--- config.mk ---
export PLATFORM = sky130hd
export DESIGN_NAME = reg_file_dumper
export DESIGN_NICKNAME = d
export VERILOG_FILES = /design/src/rtl/reg_file_dumper.sv
export SDC_FILE = /design/constraint.sdc
export NUM_CORES = 1
export LEC_CHECK = 0
export ABC_AREA = 0
export BUFFER_PORTS_ARGS = -buffer_cell sky130_fd_sc_hd__buf_2
export CORE_ASPECT_RATIO = 2
export CORE_MARGIN = 2
export CORE_UTILIZATION = 58
export CTS_CLUSTER_SIZE = 8
export DETAILED_ROUTE_END_ITERATION = 10
export PLACE_DENSITY = 0.87
export SLEW_MARGIN = 20
export SYNTH_ARGS = -nofsm -noshare
export SYNTH_HDL_FRONTEND = slang
export SYNTH_SLANG_ARGS = --single-unit
--- constraint.sdc ---
create_clock -name clk -period 3 [get_ports clk]
set_input_delay 0.6 -clock clk [delete_from_list [all_inputs] [get_ports clk]]
set_output_delay 0.6 -clock clk [all_outputs]
set_load 0.005 [all_outputs]
--- src/rtl/reg_file_dumper.sv ---
// ---------------------------------------------------------------------------
// reg_file_dumper
//
// Debug readout engine for the core's register file. A start pulse in IDLE
// launches a dump that walks registers 0..NUM_REGS-1 through a combinational
// debug read port. The dump is streamed as bytes over a valid/ready link:
//   sync byte, 4 bytes per register (LSB first), XOR checksum of data bytes.
//
// Parameters:
//   NUM_REGS  - registers dumped, starting at index 0 (<= 2**ADDR_W)
//   ADDR_W    - register address width
//   SYNC_BYTE - first byte of every dump
//
// Ports:
//   clk       - clock, all state updates on the rising edge
//   reset     - synchronous, active-high reset
//   start     - single-cycle dump request, only honoured in IDLE
//   rd_addr   - register index presented to the debug read port
//   rd_data   - combinational read data for rd_addr
//   tx_data   - byte to transmit
//   tx_valid  - tx_data is valid
//   tx_ready  - sink accepts the byte (transfer when tx_valid && tx_ready)
//   busy      - dump in progress
//   done      - one-cycle pulse when the dump has finished
// ---------------------------------------------------------------------------
module reg_file_dumper #(
    parameter int         NUM_REGS  = 32,
    parameter int         ADDR_W    = 5,
    parameter logic [7:0] SYNC_BYTE = 8'hA5
) (
    input  logic              clk,
    input  logic              reset,
    input  logic              start,
    output logic [ADDR_W-1:0] rd_addr,
    input  logic [31:0]       rd_data,
    output logic [7:0]        tx_data,
    output logic              tx_valid,
    input  logic              tx_ready,
    output logic              busy,
    output logic              done
);

    typedef enum logic [2:0] {
        IDLE,
        SYNC,
        LOAD,
        SEND,
        CSUM,
        DONE
    } state_t;

    localparam logic [ADDR_W-1:0] LAST_IDX = ADDR_W'(NUM_REGS - 1);
    localparam logic [ADDR_W-1:0] IDX_ONE  = ADDR_W'(1);

    state_t            state;
    state_t            next_state;
    logic [ADDR_W-1:0] idx;
    logic [1:0]        byte_cnt;
    logic [7:0]        checksum;
    logic [31:0]       shift;
    logic              xfer;
    logic              last_byte;
    logic              last_reg;

    assign xfer      = tx_valid && tx_ready;
    assign last_byte = (byte_cnt == 2'd3);
    assign last_reg  = (idx == LAST_IDX);

    // The read port address follows idx directly, so it only moves when
    // idx increments (or is cleared on a new dump / reset).
    assign rd_addr = idx;

    // State register.
    always_ff @(posedge clk) begin
        if (reset) begin
            state <= IDLE;
        end else begin
            state <= next_state;
        end
    end

    // Next-state logic. Transfer-dependent states only advance on a
    // completed handshake, which keeps tx_valid/tx_data stable while stalled.
    always_comb begin
        next_state = state;
        unique case (state)
            IDLE: if (start) next_state = SYNC;
            SYNC: if (xfer) next_state = LOAD;
            LOAD: next_state = SEND;
            SEND: begin
                if (xfer && last_byte) begin
                    next_state = last_reg ? CSUM : LOAD;
                end
            end
            CSUM: if (xfer) next_state = DONE;
            DONE: next_state = IDLE;
            default: next_state = IDLE;
        endcase
    end

    // Output decode, purely from registered state and datapath registers.
    always_comb begin
        tx_valid = 1'b0;
        tx_data  = 8'h00;
        busy     = 1'b0;
        done     = 1'b0;
        unique case (state)
            IDLE: ;
            SYNC: begin
                tx_valid = 1'b1;
                tx_data  = SYNC_BYTE;
                busy     = 1'b1;
            end
            LOAD: busy = 1'b1;
            SEND: begin
                tx_valid = 1'b1;
                tx_data  = shift[7:0];
                busy     = 1'b1;
            end
            CSUM: begin
                tx_valid = 1'b1;
                tx_data  = checksum;
                busy     = 1'b1;
            end
            DONE: done = 1'b1;
            default: ;
        endcase
    end

    // Datapath: register index, byte counter, running checksum and the
    // shift register. rd_data is only captured in LOAD, which is the single
    // combinational input-to-state path.
    always_ff @(posedge clk) begin
        if (reset) begin
            idx      <= '0;
            byte_cnt <= 2'd0;
            checksum <= 8'h00;
            shift    <= 32'h0;
        end else begin
            unique case (state)
                IDLE: begin
                    if (start) begin
                        idx      <= '0;
                        byte_cnt <= 2'd0;
                        checksum <= 8'h00;
                    end
                end
                LOAD: begin
                    shift    <= rd_data;
                    byte_cnt <= 2'd0;
                end
                SEND: begin
                    if (xfer) begin
                        checksum <= checksum ^ shift[7:0];
                        shift    <= {8'h00, shift[31:8]};
                        byte_cnt <= byte_cnt + 2'd1;
                        if (last_byte && !last_reg) begin
                            idx <= idx + IDX_ONE;
                        end
                    end
                end
                default: ;
            endcase
        end
    end

endmodule

# --- Word-level counts from Yosys, hierarchy flattened ---
# Index checks and enable logic that the tools add are counted.
word_totals:
  elab_cells: 58
  inputBits: 36
  mem_count: 0
  output_inout_bits: 16
  ff_bits: 50
  ramBits: 0
  romBits: 0
  latchBits: 0
op_classes:
  reduce_logical: 15
  magnitude_cmp: 0
  n_bitwise: 1
  div: 0
  n_shift: 0
  n_mul: 0
  mux: 22
  n_eq_ne: 13
  add_sub_neg: 2
ops:
  columns: ["cell", "n"]
  rows:
  - ["$pmux 32 s2", 1]
  - ["$mux 32", 1]
  - ["$pmux 8 s3", 1]
  - ["$mux 8", 2]
  - ["$pmux 8 s2", 1]
  - ["$mux 3", 5]
  - ["$mux 5", 3]
  - ["$pmux 3 s5", 1]
  - ["$ne 2x2->1 const B", 6]
  - ["$pmux 5 s2", 1]
  - ["$reduce_and 4->1", 2]
  - ["$xor 8x8->8", 1]
  - ["$eq 3x2->1 const B", 2]
  - ["$eq 3x3->1 const B", 2]
  - ["$pmux 2 s3", 1]
  - ["$reduce_and 3->1", 2]
  - ["$add 5x1->5 const B", 1]
  - ["$eq 5x5->1 const B", 1]
  - ["$mux 2", 2]
  - ["$reduce_bool 2->1", 2]
  - ["$reduce_or 4->1", 1]
  - ["$eq 3x1->1 const B", 1]
  - ["$logic_and 1x1->1", 3]
  - ["$logic_not 3->1", 1]
  - ["other kinds (7)", 9]

# --- Logic depth before layout (Yosys ltp) ---
# Gate-level depths: netlist of the first run.
depth:
  word_depth: 7
  ltp_mapped: 6
  mapped_depth_nobuf: 6

# --- Worst setup path before layout of the first run ---
# OpenSTA, ideal clock, no wires.
synth_timing:
  kind: "reg-to-output"
  startpoint: "register state[2]"
  endpoint: "output tx_data[1]"
  path_stages_with_launch: 5
  slack_ns: 1.195
  path_buffers: 1
  t_arrival_ns: 1.205
  required_ns: 2.400
  cell_sequence: "dfxtp_1 -> buf_4 -> inv_1 -> nor3_2 -> a22o_1"
synth_between:
  elab_chain_cells: 2
  elab_cells_between_ends: 4
  cone_classes: "3 x eq/ne; 1 x mux"
synth_rtl:
  columns: ["item", "line", "rtl"]
  rows:
  - ["start: declaration", "55", "state_t state;"]
  - ["start signal: assignment", "78", "state <= next_state;"]
  - ["$eq 3x3->1, or another cell as far along", "107", "unique case (state)"]
  - ["$pmux 8 s3 (*)", "107", null]
  - ["end: declaration", "36", "output logic [7:0] tx_data,"]
# Every way passes the cells marked *; elsewhere a longest branch is shown, timed or not.

# --- Final worst setup path of the first run ---
layout_timing:
  startpoint: "register state[2]"
  endpoint: "output tx_data[4]"
# The elaborated chain is that of the path after synthesis.

==> out/qor.txt, run 1 <==
Run status = finished, final reports clean
Drt wl/cell = 14.3 microns
First-pass GRT wire length = 8950 microns
FP Rows = 33
Core area = 0.00413 sq mm
Final net count = 363
CTS tree = yes
Residual DRC count = 0
Largest family of logic cells by synthesized area = simple AND/OR/NAND/NOR gates
GR Util met3 = 0.0477
Post-synth EDFFs = 0
Multiplexer share of the synthesized area = 0.0159
Share of post-route cells with drive strength above 1 = 0.265
RD Place Congestion = 0.832
Initial Util = 0.610
Peak fanout along the critical path = 12
MaxCap Viol Count = 0
Worst slew margin = 0.618
Die boundary width = 50.6 microns
Die area = 0.00492 sq mm
CP Capture Type = output pin
Type of origin of the critical path = register
Remaining Overflow, GRT = 0
Post-synth top area share = 0.398
Hold_buf cts = 0
Synth Register Bits = 50
Number of DRC markers in iteration 0 = 60
Area after DPL = 0.00273 sq mm
Antenna fix cells = 0
Cell Area, Synth = 0.00252 sq mm
DR pass1 iterations = 5
Hold Crit Class = reg2reg
CP Class = reg2out
Die H = 97.2 microns
Least-Margin Pin Slew = 0.569 ns
Final instance area = 0.00280 sq mm
Busiest grt layer = met2
Initial antenna violation count = 0
Worst Skew = 0.00294 ns
Total number of yosys warnings = 0
Fmax = 0.398 GHz
CP required = 2.40 ns
Final period util = 0.838
Post-CTS sizing = 0
Post-DRT Antenna Nets = 0
GR Util met1 = 0.246
Distinct cells, synth = 48
CTS root buf = clkbuf_8
GRT Total Usage = 0.231
Synth area leader = dfxtp_1
Synth Flop Type = dfxtp_1
Clock transition at the registers of the reported paths = 0.08 ns
Fin crit period = 2.51 ns
Largest net degree at the start of global routing = 49
Clock Sinks = 50
Register area share after synthesis = 0.398
Vias = 2146
Dominant cells by area after synthesis = dfxtp_1, nand2_1, a311oi_2
PortBufs = 51
Clk Latency, worst-skew pair = 0.30 ns
P&R area growth vs syn = 11.3%
DP HPWL = 3940 microns
GRT met2 Usage = 0.421
Post-synthesis simple-gate area fraction = 0.252
Xor and xnor area share after synthesis = 0.0383
Async SR Flop Fraction = 0
RSZ-0062 raised after global routing = false
PwrDens = 517 mW/mm^2
H-tree levels = 2
Max VDD drop = 468 uV
Cells after Synth = 284
Post CTS Setup Buffer Count = 0
Hold Violations, Final = 0
Clock buffer depth = 2
Compound-Gate Fraction of Synth Area = 0.218
Adder-cell share of the synthesized area = 0.0149
Setup TNS = 0 ns
Lkg Pwr = 1.15 nW
Drt via density = 5.71
Num CTS Buffers = 5
Worst Path Arrival = 1.91 ns
Vias in the first global route = 2068
Setup violators final = 0
Synthesized area per cell = 8.86 sq um
I/O pin cnt = 52
Synth Net Count = 323
Routed WL = 5360 microns
Final Slew Violations = 0
-- sequential cells by signal, summed over array words and instances (netlist names) --
signal    count
rd_addr       5
checksum      8
state         3
shift        32
byte_cnt      2
-- report_power, final --
part | total (mW) | internal, mW | switching (mW)
Clock | 0.366 | 0.161 | 0.205
Combinational | 0.308 | 0.133 | 0.174
Sequential | 0.774 | 0.723 | 0.0512
-- per-stage QoR --
step | std cells | power [mW] | utilization | hold WS (ns) | setup slack (ns)
after floorplan | 284 | 1.03 | - | 0.455 | 1.20
after global routing | 376 | 1.52 | 0.678 | 0.505 | 0.215
after detailed placement | 369 | 1.10 | 0.660 | 0.473 | 0.823
after global placement | 369 | 1.08 | 0.660 | 0.464 | 0.881
final | 376 | 1.45 | 0.678 | 0.482 | 0.487
after CTS | 376 | 1.46 | 0.678 | 0.482 | 0.494
-- area by class of cell --
cell class / instances / area, sq um
inverters: 3 / 11.3
well taps: 52 / 65.1
flip-flops and latches: 50 / 1000
repair buffers: 54 / 290
clock buffers: 7 / 76.3
multi-input cells: 210 / 1360
fillers: 349 / 1330
-- Yosys cell counts, types with 2 or more instances --
| cell | count |
|---|---|
| or2_2 | 2 |
| o21a_1 | 2 |
| ha_1 | 3 |
| a22o_1 | 4 |
| nor2_2 | 2 |
| clkbuf_1 | 4 |
| and3_1 | 2 |
| mux2i_1 | 4 |
| xnor2_1 | 3 |
| a31oi_1 | 2 |
| a311oi_2 | 14 |
| buf_4 | 4 |
| nor2_1 | 47 |
| buf_2 | 7 |
| nand2_1 | 58 |
| nand3_1 | 2 |
| inv_1 | 2 |
| nand2b_1 | 2 |
| buf_6 | 6 |
| dfxtp_1 | 50 |
| xor2_1 | 8 |
| o21ai_0 | 7 |
| a22oi_1 | 8 |
| o21ai_1 | 8 |
| a311oi_1 | 10 |
-- metal layers --
layer / up-vias / wire, microns
met5: - / 0
met1: 1003 / 2050
li1: 1068 / -
met3: 12 / 231
met4: 0 / 124
met2: 63 / 2960
-- critical path: stages (launching register included) --
cell	delay [ns]
dfxtp_1	0.56
inv_1	0.18
nor3_2	0.53
a22o_1	0.23
buf_2	0.11
-- final timing paths --
path	startpoint	end	slack, ns	depth (start not counted)
max	state[2]	tx_data[4]	0.49	4
max reg2reg	state[0]	rd_addr[4]	1.15	4
min	shift[8]	shift[0]	0.48	2
min reg2reg	shift[8]	shift[0]	0.48	2
-- cells by family (layout without fill, tap and decap cells) --
family	count (synthesis)	after routing
compound gates	62	62
xor+xnor	11	11
fa+ha+maj	3	3
buf+inv	24	64
flops	50	50
mux	4	4
simple gates	130	130
-- placed cells by master (no fill, tap or decap), drive strengths merged --
| master | n |
|---|---|
| nand2b | 2 |
| o21ai | 15 |
| a31oi | 2 |
| o211ai | 1 |
| o22ai | 1 |
| a22o | 4 |
| xor2 | 8 |
| a21o | 1 |
| nor4b | 1 |
| a311oi | 24 |
| o21a | 2 |
| ha | 3 |
| and2 | 1 |
| a21oi | 1 |
| and4b | 1 |
| inv | 3 |
| dfxtp | 50 |
| nand3b | 2 |
| nor2 | 49 |
| or3b | 1 |
| a22oi | 8 |
| o21bai | 1 |
| or2 | 2 |
| a2111oi | 1 |
| nor2b | 2 |
| nand2 | 58 |
| clkbuf | 7 |
| buf | 54 |
| nand3 | 2 |
| and3b | 1 |
| xnor2 | 3 |
| and3 | 2 |
| or3 | 1 |
| mux2i | 4 |
| nor4 | 3 |
| nor3 | 2 |
| a211o | 1 |
No activity file was read; power rests on OpenSTA's default activity.
==> run 2: changes to the inputs <==
ABC_AREA = 1   (was 0)
CORE_UTILIZATION = 49   (was 58)
PLACE_DENSITY = 0.78   (was 0.87)
clock period = 2 ns   (was 3 ns; I/O delays follow)
==> out/qor.txt, run 2 <==
Final core occ = 0.573
Max incr delay on CP = 0.55 ns
Critical path's slowest cell = dfxtp_1
Synth area leader = dfxtp_1
Fmax = 0.532 GHz
CP top delay family = flip-flops
Total number of yosys warnings = 0
Clk Latency, worst-skew pair = 0.30 ns
Commonest cells post-synth = nand2_1, dfxtp_1, o21ai_0
Register area share after synthesis = 0.398
Worst slew margin = 0.579
Die boundary width = 54.7 microns
Most common cell in the synthesized netlist = nand2_1
Distinct cells, synth = 27
Residual DRC count = 0
Remaining Overflow, GRT = 0
Total design power = 3.62 mW
Hold Violations, Final = 0
Worst Path Arrival = 1.48 ns
Synthesized area per cell = 7.51 sq um
Dominant cells by area after synthesis = dfxtp_1, nand2_1, o21ai_0
Final period util = 0.939
Clock buffer depth = 2
Hold Crit Class = in2reg
Fill cells = 512
Async SR Flop Fraction = 0
Antenna fix cells = 0
Num CTS Buffers = 5
Drt via density = 5.38
P&R area growth vs syn = 14.9%
Largest net degree at the start of global routing = 38
Max VDD drop = 731 uV
CTS tree = yes
First-pass GRT wire length = 9340 microns
H-tree levels = 2
FP Rows = 37
Synth Register Bits = 50
I/O pin cnt = 52
Peak fanout along the critical path = 8
Commonest non-fill, non-tap cells in the layout = nand2_1, buf_2, dfxtp_1
RSZ-0062 raised after global routing = false
Critical Path, Cell by Cell = nand2_1 -> inv_2 -> a22o_1 -> buf_2
CP Class = reg2out
MaxCap Viol Count = 0
Setup violators final = 0
Initial antenna violation count = 0
Cell Area, Synth = 0.00252 sq mm
Share of post-route cells with drive strength above 1 = 0.249
Cells after Synth = 335
CP Capture Type = output pin
Worst Skew = 0.00664 ns
Clock Sinks = 50
Setup TNS = 0 ns
Register bank with the most flops = shift
Least-Margin Pin Slew = 0.631 ns
Post-synth top area share = 0.398
Lkg Pwr = 1.28 nW
Fin crit period = 1.88 ns
Die area = 0.00576 sq mm
Type of origin of the critical path = register
Post-DRT Antenna Nets = 0
Run status = finished, final reports clean
Drt wl/cell = 12.9 microns
Number of DRC markers in iteration 0 = 88
Synth Net Count = 374
Vias = 2360
PwrDens = 1250 mW/mm^2
Die H = 105 microns
Most common cell after layout, fill and taps aside = nand2_1
RD Place Congestion = 0.839
Final net count = 419
GRT Total Usage = 0.212
CP required = 1.60 ns
Clock transition at the registers of the reported paths = 0.09 ns
CTS root buf = clkbuf_8
Vias in the first global route = 2154
PortBufs = 51
Final Slew Violations = 0
Core area = 0.00505 sq mm
CP bufs+invs = 2
Synth Flop Type = dfxtp_1
Hold_buf cts = 0
DP HPWL = 4110 microns
Max reg flops = 32
Initial Util = 0.499
Post-synth EDFFs = 0
Routed WL = 5650 microns
DR pass1 iterations = 4
[run 2: cell types whose count changed in the layout (fill, tap and decap cells not counted), moves of 11 or more]
cell      change
nand2_1      +42
nor2_1       -31
o21ai_0      +25
a31oi_1      +22
a311oi_2     -14
a21oi_1      +13
inv_1        +11
[run 2: logic make-up (layout without fill, tap and decap cells)]
| kind of cell | Yosys count | count (layout) | synth area share |
|---|---|---|---|
| compound gates | 83 | 83 | 0.194 |
| xor+xnor | 10 | 10 | 0.0348 |
| fa+ha+maj | 3 | 3 | 0.0149 |
| buf+inv | 36 | 82 | 0.0745 |
| flops | 50 | 50 | 0.398 |
| simple gates | 153 | 153 | 0.284 |
[run 2: worst paths after layout]
check                    from          to  slack, ns  depth (start not counted)
hold reg to reg     shift[30]   shift[30]       0.48                          2
setup / recovery     state[2]  tx_data[4]       0.12                          4
setup reg to reg     state[1]   shift[11]       0.27                          7
hold / removal    rd_data[27]   shift[27]       0.34                          3
[run 2: through the flow]
stage | setup WS [ns] | hold WS [ns] | std cells | cell area, sq um
2_1_floorplan | 0.499 | 0.445 | 335 | 2520
3_3_place_gp | 0.388 | 0.455 | 431 | 2790
3_5_place_dp | 0.298 | 0.465 | 431 | 2790
4_1_cts | 0.0422 | 0.330 | 439 | 2890
5_1_grt | 0.0322 | 0.341 | 439 | 2890
6_report | 0.122 | 0.336 | 439 | 2890
[run 2: repair_timing]
item                                    in CTS  in global routing
buffers inserted                             0                  0
endpoints found under the setup margin       0                  8
gates resized for setup                      0                  3
[run 2: worst register-to-register path, cell delays in order (launching register included)]
cell     delay (ns)
dfxtp_1        0.44
nand2_2        0.12
nor2_8         0.27
nand2_4        0.10
nand2_2        0.28
buf_12         0.21
o21ai_0        0.09
a31oi_1        0.15
[run 2: power breakdown]
group | switching (mW) | total (mW) | internal (mW)
clock | 0.341 | 0.627 | 0.285
sequential | 0.235 | 1.53 | 1.30
combinational | 0.919 | 1.46 | 0.543
total | 1.50 | 3.62 | 2.12
[run 2: final cells by class]
type | instances | area [sq um] | share of cell area
clock buffers | 6 | 82.6 | 0.0285
multi-input cells | 249 | 1330 | 0.461
repair buffers | 56 | 318 | 0.110
inverters | 18 | 68.8 | 0.0238
flip-flops and latches | 50 | 1000 | 0.346
well taps | 58 | 72.6 | 0.0251
clock inverters | 2 | 16.3 | 0.00562
[run 2: layer usage]
metal,GRT usage,wire length (microns),part of all wire
met2,0.354,2880,0.51
met5,0,0,0
met1,0.260,2420,0.43
met3,0.0283,219,0.039
met4,0.0857,132,0.023
==> run 3: changes to the inputs <==
CORE_UTILIZATION = 30   (was 49)
PLACE_DENSITY = 0.54   (was 0.78)
==> out/qor.txt, run 3 (synthesis gave the netlist of run 2 again) <==
Run status = finished, final reports clean
Hold Path Stages = 3
P&R area growth vs syn = 19.0%
Reg-to-Reg Start = state[1]
Hold Path Sink = shift[30]
Clk Latency, worst-skew pair = 0.30 ns
Register bank with the most flops = shift
Number of DRC markers in iteration 0 = 86
Max VDD drop = 524 uV
Worst slew margin = 0.546
CP Class = reg2out
I/O pin cnt = 52
Fmax = 0.530 GHz
CTS root buf = clkbuf_16
Worst Path Arrival = 1.49 ns
Max reg flops = 32
Post CTS Setup Buffer Count = 0
Setup TNS = 0 ns
Max incr delay on CP = 0.43 ns
Initial Util = 0.306
Die area = 0.00918 sq mm
RD Place Congestion = 0.841
Hold path start = rd_data[30]
H-tree levels = 2
Fill cells = 924
Routed WL = 6280 microns
Register area = 0.00100 sq mm
Vias = 2306
Drt via density = 4.79
Num CTS Buffers = 5
Setup violators final = 0
Initial antenna violation count = 0
Most common cell after layout, fill and taps aside = nand2_1
Worst r2r path cells = 7
MaxCap Viol Count = 0
PortBufs = 51
Antenna fix cells = 0
Vias in the first global route = 2183
CP Capture Type = output pin
PwrDens = 1290 mW/mm^2
Clock Sinks = 50
Largest net degree at the start of global routing = 38
Share of post-route cells with drive strength above 1 = 0.253
Least-Margin Pin Slew = 0.680 ns
Post-DRT Antenna Nets = 0
First-pass GRT wire length = 10400 microns
GRT Total Usage = 0.150
Drt wl/cell = 13.1 microns
Core area = 0.00823 sq mm
Area after DPL = 0.00284 sq mm
Final Slew Violations = 0
Hold_buf cts = 0
Critical path's slowest cell = dfxtp_1
RSZ-0062 raised after global routing = false
FP Rows = 47
Worst Skew = 0.00471 ns
Hold Violations, Final = 0
Final net count = 421
CTS tree = yes
Clock buffer depth = 2
Final period util = 0.943
Critical R2R Capture = shift[5]
DP HPWL = 4580 microns
R2r setup slk = 0.25 ns
Residual DRC count = 0
Commonest non-fill, non-tap cells in the layout = nand2_1, buf_2, dfxtp_1
DR pass1 iterations = 4
Fin crit period = 1.89 ns
Remaining Overflow, GRT = 0
Area taken by multi-input logic gates = 0.00133 sq mm
Peak fanout along the critical path = 21
Type of origin of the critical path = register
Critical Path, Cell by Cell = nand2_2 -> nor2_8 -> a22o_1 -> buf_2
Final instance area = 0.00300 sq mm
Clock transition at the registers of the reported paths = 0.07 ns
Lkg Pwr = 1.32 nW
Hold Crit Class = in2reg
Post-CTS sizing = 1
CP required = 1.60 ns
Die H = 134 microns
Die boundary width = 68.8 microns
run 3: cell types whose count changed in the layout (fill, tap and decap cells not counted), sizes merged:
cell	before	now
buf	56	58
clkinvlp	1	0
clkbuf	6	7
clkinv	1	2
inv	18	17
run 3: cell type report:
type                    instances  area share
clock buffers                   7      0.0476
clock inverters                 1     0.00167
inverters                      18      0.0230
multi-input cells             249       0.445
flip-flops and latches         50       0.335
well taps                      98      0.0409
repair buffers                 58       0.107
run 3: through the flow:
stage	util	cells	hold slack, ns	worst slack, ns	power, mW
3_3_place_gp	0.345	473	0.453	0.257	3.01
3_5_place_dp	0.345	473	0.459	0.254	3.03
4_1_cts	0.363	481	0.347	0.0399	3.91
2_1_floorplan	-	335	0.445	0.499	2.62
6_report	0.364	481	0.352	0.114	3.87
5_1_grt	0.364	481	0.359	0.0155	4.18
run 3: routing by layer:
metal / global-route usage / wire length [microns] / up-vias
met5: 0 / 0 / -
met4: 0.0719 / 163 / 0
met3: 0.0279 / 264 / 9
met2: 0.257 / 3260 / 46
met1: 0.170 / 2590 / 1028
li1: - / - / 1223
run 3: worst max path at each step:
stage	startpoint	to	slack, ns	cells past startpoint
global placement	state[0]	tx_data[4]	0.26	5
detailed placement	state[0]	tx_data[4]	0.25	5
finish	state[1]	tx_data[4]	0.11	4
CTS	state[0]	tx_data[4]	0.04	5
floorplan	state[2]	tx_data[1]	0.50	4
global route	state[1]	tx_data[4]	0.02	4
run 3: where the power goes:
group	internal [mW]	total (mW)	leakage, nW	switching, mW
registers	1.30	1.51	0.408	0.213
logic	0.537	1.49	0.835	0.954
clock network	0.497	0.869	0.0739	0.372
run 3: worst max-delay path, delay by kind of cell, from the launching register on:
family / cells / cell delay, ns
AND/OR/NAND/NOR: 2 / 0.42
flip-flops: 1 / 0.43
buffers and inverters: 1 / 0.12
AO/OA/AOI/OAI: 1 / 0.23
